--- src/rtl/vending_machine_credit.sv ---
// Coin-operated vending controller: accumulates credit, vends at PRICE, returns excess as change pulses.
// Optional feature macro VM_CANCEL_EN: cancel in COLLECT refunds the full credit as change.
module vending_machine_credit #(
   parameter int PRICE       = 15,
   parameter int COIN_LO_VAL = 5,
   parameter int COIN_HI_VAL = 10,
   parameter int CREDIT_W    = 6
) (
   input  logic                clk,
   input  logic                reset,
   input  logic                coin_lo,
   input  logic                coin_hi,
   input  logic                cancel,
   output logic                open,
   output logic                change_out,
   output logic                coin_reject,
   output logic                busy,
   output logic [CREDIT_W-1:0] credit
);

   if ((PRICE - 1 + COIN_HI_VAL) >= (1 << CREDIT_W) ||
       (PRICE % COIN_LO_VAL) != 0 || (COIN_HI_VAL % COIN_LO_VAL) != 0 ||
       PRICE <= 0 || COIN_LO_VAL <= 0) begin : g_param_check
      $error("vending_machine_credit: illegal PRICE/COIN/CREDIT_W combination");
   end

   localparam logic [CREDIT_W:0]   PRICE_X = (CREDIT_W+1)'(PRICE);
   localparam logic [CREDIT_W:0]   LO_X    = (CREDIT_W+1)'(COIN_LO_VAL);
   localparam logic [CREDIT_W:0]   HI_X    = (CREDIT_W+1)'(COIN_HI_VAL);
   localparam logic [CREDIT_W-1:0] LO_N    = CREDIT_W'(COIN_LO_VAL);

   typedef enum logic [1:0] {
      IDLE,
      COLLECT,
      VEND,
      CHANGE
   } state_t;

   state_t              state, state_next;
   logic [CREDIT_W-1:0] credit_next;
   logic                reject_next;
   logic [CREDIT_W:0]   sum;
   logic                cancel_req;

`ifdef VM_CANCEL_EN
   assign cancel_req = cancel;
`else
   logic unused_cancel;
   assign unused_cancel = cancel;
   assign cancel_req    = 1'b0;
`endif

   always_comb begin
      state_next  = state;
      credit_next = credit;
      reject_next = 1'b0;
      sum         = '0;
      case (state)
         IDLE, COLLECT: begin
            // Cancel only matters once credit exists; it also refuses any coin in that cycle.
            if (state == COLLECT && cancel_req) begin
               state_next  = CHANGE;
               reject_next = coin_lo | coin_hi;
            end else if (coin_lo || coin_hi) begin
               sum         = {1'b0, credit} + (coin_hi ? HI_X : LO_X);
               reject_next = coin_hi & coin_lo;
               if (sum >= PRICE_X) begin
                  credit_next = CREDIT_W'(sum - PRICE_X);
                  state_next  = VEND;
               end else begin
                  credit_next = CREDIT_W'(sum);
                  state_next  = COLLECT;
               end
            end
         end
         VEND: begin
            reject_next = coin_lo | coin_hi;
            state_next  = (credit != '0) ? CHANGE : IDLE;
         end
         CHANGE: begin
            reject_next = coin_lo | coin_hi;
            credit_next = credit - LO_N;
            if (credit == LO_N) begin
               state_next = IDLE;
            end
         end
         default: begin
            state_next  = IDLE;
            credit_next = '0;
         end
      endcase
   end

   always_ff @(posedge clk) begin
      if (reset) begin
         state       <= IDLE;
         credit      <= '0;
         coin_reject <= 1'b0;
      end else begin
         state       <= state_next;
         credit      <= credit_next;
         coin_reject <= reject_next;
      end
   end

   assign open       = (state == VEND);
   assign change_out = (state == CHANGE);
   assign busy       = (state == VEND) || (state == CHANGE);

endmodule

--- config.mk ---
export PLATFORM = sky130hd
export DESIGN_NAME = vending_machine_credit
export DESIGN_NICKNAME = d
export VERILOG_FILES = /design/src/rtl/vending_machine_credit.sv
export SDC_FILE = /design/constraint.sdc
export NUM_CORES = 1
export LEC_CHECK = 0
export ABC_AREA = 1
export CAP_MARGIN = 40
export CORE_UTILIZATION = 45
export DETAILED_ROUTE_END_ITERATION = 12
export MAX_ROUTING_LAYER = met4
export PLACE_DENSITY = 0.74
export SLEW_MARGIN = 40
export SYNTH_ARGS = -nofsm -noshare
export SYNTH_HDL_FRONTEND = slang
export SYNTH_SLANG_ARGS = --single-unit
--- constraint.sdc ---
create_clock -name clk -period 2.5 [get_ports clk]
set_input_delay 0.5 -clock clk [delete_from_list [all_inputs] [get_ports clk]]
set_output_delay 0.5 -clock clk [all_outputs]
set_load 0.05 [all_outputs]
## After elaboration in Yosys (flattened, before gate mapping)

Cells that the tools add are included.

- Register bits after elaboration: 9
- Input port bits: 5

- $add $sub $neg: 3
- Equal/unequal tests: 6
- $lt $le $gt $ge: 1
- Bitwise operators: 2
- Multiplexer cells: 11
- Reductions and logical operators: 9

Operators with widths:

| kind | count |
|---|---|
| $mux 6 | 2 |
| $pmux 6 s2 | 1 |
| $mux 2 | 4 |
| $add 6x4->7 | 1 |
| $ge 7x4->1 const B | 1 |
| $eq 6x3->1 const B | 1 |
| $pmux 2 s3 | 1 |
| $reduce_bool 6->1 | 1 |
| $sub 6x3->6 const B | 1 |
| $sub 6x4->6 const B | 1 |
| $eq 2x2->1 const B | 2 |
| $mux 4 | 1 |
| $reduce_and 2->1 | 2 |
| $reduce_or 2->1 | 2 |
| $eq 2x1->1 const B | 1 |
| $logic_not 2->1 | 1 |
| $logic_or 1x1->1 | 2 |
| $ne 2x1->1 const B | 1 |
| $ne 2x2->1 const B | 1 |
| $pmux 1 s2 | 1 |
| $reduce_bool 2->1 | 1 |
| $and 1x1->1 | 1 |
| $mux 1 | 1 |
| $or 1x1->1 | 1 |

## Logic depth before layout (Yosys ltp)

Gate-level depths: netlist of the first run.

- Depth in word-level cells: 6
- Gate-level depth with buffers: 15
- Mapped depth without buffers: 15

## Worst setup path after synthesis of the first run

Ideal clock, no wire load.

- Path type: flip-flop to flip-flop
- Start point: register credit[0]
- End point: register state[1]
- Data required time: 2386 ps
- Slack: 204 ps
- Data arrival time: 2182 ps
- Buffers on the path: 0
- Setup time: 114 ps
- Period minus slack after synthesis: 2296 ps
- Cell stages (with the launch flop): 10
- Path through: dfxtp_1 > ha_1 > fa_1 > ha_1 > nand4_4 > nand3_4 > nand2_1 > nand2_1 > a21oi_1 > nor2_1

- Cells in the longest elaborated chain, start to end: 5
- Elaborated cells on any way between the ends: 10

RTL lines:

| item | line | RTL |
|---|---|---|
| start: declaration | 18 | `output logic [CREDIT_W-1:0] credit` |
| start signal: assignment | 101 | `credit <= credit_next;` |
| $add 6x4->7 | 65 | `sum = {1'b0, credit} + (coin_hi ? HI_X : LO_X);` |
| $ge 7x4->1 | 67 | `if (sum >= PRICE_X) begin` |
| $mux 2 | 67 |  |
| $mux 2 | 64 | `end else if (coin_lo \|\| coin_hi) begin` |
| $pmux 2 s3 | 58 | `case (state)` |
| end signal: assignment | 100 | `state <= state_next;` |
| end: declaration | 39 | `state_t state, state_next;` |

Parallel ways exist; a longest one is shown, timed or not. The select of a mux whose other input is x is not followed.
A chain may end at the register's enable or synchronous reset.

## Final worst setup path of the first run

- Start point: register state[1]
- End point: output port change_out

- Cells in the longest elaborated chain, start to end: 1

RTL lines:

| item | line | RTL |
|---|---|---|
| $eq 2x2->1 | 107 | `assign change_out = (state == CHANGE);` |
| end: declaration | 15 | `output logic change_out,` |

Every way passes these cells.

==> impl_metrics.toml, run 1 <==
[status]
status = "finished, final reports clean"

[sta]
clock.fmax_ghz = 0.426
fin_crit_sh = 0.939
tightest_slew_ps = 501
skew_ps = 4.69
hold_viol_final = 0
slew_violations = 0
period_minus_slack_ps = 2350
rsz0062_at_grt = "false"
slew_headroom = 0.665
setup_violations = 0

[power]
p_comb_frac = 0.765
p_leak_nw = 0.577
swShare = 0.548
p_int_w = 0.000732
seqPwrFrac = 0.166
p_sw_w = 0.000888
irDropWorstVdd_mv = 0.756
power_density_nw_per_um2 = 1330
clkPwrFrac = 0.069

[critical_path]
path_cells = "nand2_2 > inv_1 > clkdlybuf4s50_1"
crit_arrival_ps = 1850
cp.buffers_inverters = 2
cp.required_ps = 2000
crit_fanout = 9
slowest_delay_ps = 830
crit_cells = 3
critPathTopFamily = "buffers and inverters"
r2r_cells = 12
crit_path_start_kind = "register"
criticalPathCategory = "register to primary output"
critPathSlowestCell = "clkdlybuf4s50_1"
setup.worst_path.end_class = "primary output"

[drt]
avgViaCountPerCell = 5.36
drc_errors = 0
vias = 1061
wl_per_cell_um = 11.8
finalWirelength_um = 2340
drt_pass1_iterations = 4
ant_nets = 0
drt_iter0_markers = 32

[grt]
grtUsageMet1 = 0.295
grt-ovfl-total = 0
grt_start_max_net_pins = 10
grt_pass1_vias = 784
gr-max-usage-layer = "met2"
grt_first_pass_wirelength_um = 3450
grt_use_met3 = 0.0704
antenna_found_initial = 0
met2_usage = 0.324
gr-usage-all-layers = 0.227

[placed_design]
io_buffers = 13
dp_cells = 193
routabilityCongestion = 0.934
postPlaceCellArea_um2 = 1180
post-dp-hpwl_um = 1820

[synth]
avgSynthCellArea_um2 = 6.55
synth_most_common_cell = "nand2_1"
yosysTopAreaCell = "dfxtp_1"
synth_top_area_frac = 0.188
synth_common_cells = "nand2_1, inv_1, nand3_1"
ys_seq_elements = 9
syn_nets = 159
syn_area_um2 = 956
ys_seq_area_frac = 0.188
synth.distinct_cells = 27
synth_async_sr_flop_share = 0
synth_warnings = 0
synth_edf_count = 0
synthTopCellsByArea = "dfxtp_1, nand2_1, nand3_1"
ys.flop_type = "dfxtp_1"
syn_inst = 146

[cells_and_area]
fin_area_um2 = 1220
diodes = 0
syn2layout_area_growth_pct = 27.2
final_cells = 198
nets = 185
drive_gt1_frac = 0.205

[floorplanning]
die_w_um = 48.1
core_um2 = 1980
rows = 16
start_util = 0.482
ios = 15
die_h_um = 48.1
dieArea_um2 = 2310

[cts]
htree_levels = 1
root_buffer = "clkbuf_4"
clock-sinks = 9
clk_latency_ps = 270
ctsHoldBuffers = 0
cts_made_buffers = 3
clockBufferDepth = 2
cts.reportedPaths.clkPinSlew_ps = 50
tritoncts = "yes"

[job]
cap_violations = 0

[min_path]
whs_path_depth = 2
min_path_type = "register to register"
[layout by cell type, fill, tap and decap left out, drive strengths merged]
cell / n
nand3: 21
clkbuf: 4
buf: 9
a21oi: 14
nand4: 5
xnor2: 1
or2: 1
xor2: 3
nor3: 2
fa: 1
a31o: 1
ha: 7
nand2: 38
clkdlybuf4s50: 12
dfxtp: 9
a31oi: 3
clkinv: 1
o21ai: 5
inv: 23
dlygate4sd2: 1
nor2: 10
[state kept, by name (all words and copies together), names as in the netlist]
signal and flops:
coin_reject 1, state 2, credit 6
[cells by family (layout without fill, tap and decap cells)]
group,after synthesis,count (layout),synth area share
AO/OA/AOI/OAI,23,23,0.132
XOR/XNOR,4,4,0.0367
adder cells (fa/ha/maj),8,8,0.113
buffers and inverters,25,50,0.101
flip-flops,9,9,0.188
AND/OR/NAND/NOR,77,77,0.429
[through the flow]
step | hold slack (ps) | setup slack (ps) | total power, W | util | setup TNS (ps)
after floorplan | 528 | 204 | 0.00118 | - | 0
after CTS | 540 | 160 | 0.00162 | 0.614 | 0
after global placement | 525 | -285 | 0.00146 | 0.593 | -1920
final | 533 | 152 | 0.00162 | 0.614 | 0
after detailed placement | 529 | -295 | 0.00148 | 0.593 | -1970
after global routing | 578 | 45.1 | 0.00176 | 0.614 | 0
[final timing paths]
check	start	to	slack, ps
worst max-delay path	state[1]	change_out	150
worst min-delay path	credit[2]	credit[2]	530
worst max register to register	credit[0]	state[1]	380
worst min register to register	credit[2]	credit[2]	530
[cell type report]
cell class                 count  area (um^2)
sequential                     9          180
inverter                      24         92.6
timing repair buffer          22          196
multi-input combinational    112          687
clock buffer                   4         26.3
fill                         190          766
tap                           27         33.8
[power by group through the flow]
stage,logic [W],clock network [W],registers (W)
floorplan,0.000806,0,0.000376
global placement,0.00119,0,0.000267
detailed placement,0.00121,0,0.000269
CTS,0.00123,0.000117,0.000268
global route,0.00136,0.000123,0.000276
finish,0.00124,0.000112,0.000269
[repair_timing]
| item | CTS | global route |
|---|---|---|
| endpoints found under the setup margin | 3 | 0 |
| gates resized for setup | 5 | 0 |
| buffers inserted | 1 | 0 |
[worst register-to-register path, cell delays in order, from the launching register on]
cell and delay, ps:
dfxtp_1 350, ha_2 210, fa_1 470, nand3_1 130
nand2_1 80, nand2_2 90, nand3_1 100, nand2_2 140
nand3_4 140, nand2_1 90, nand2_1 40, a21oi_1 120
nor2_1 60
[per-layer routing]
metal | vias up | part of all wire
met3 | 9 | 0.068
met2 | 33 | 0.45
met4 | 0 | 0.026
met1 | 485 | 0.46
met5 | - | 0
li1 | 534 | -
Power figures use the tool's default switching activity.
==> run 2, diff against run 1 <==
--- a/config.mk
+++ b/config.mk
@@ -11,7 +11,7 @@
 export DETAILED_ROUTE_END_ITERATION = 12
 export MAX_ROUTING_LAYER = met4
 export PLACE_DENSITY = 0.74
-export SLEW_MARGIN = 40
+export SLEW_MARGIN = 10
 export SYNTH_ARGS = -nofsm -noshare
 export SYNTH_HDL_FRONTEND = slang
 export SYNTH_SLANG_ARGS = --single-unit
==> results of run 2 <==
The final DEF is identical to that of run 1; final timing and power are the same.
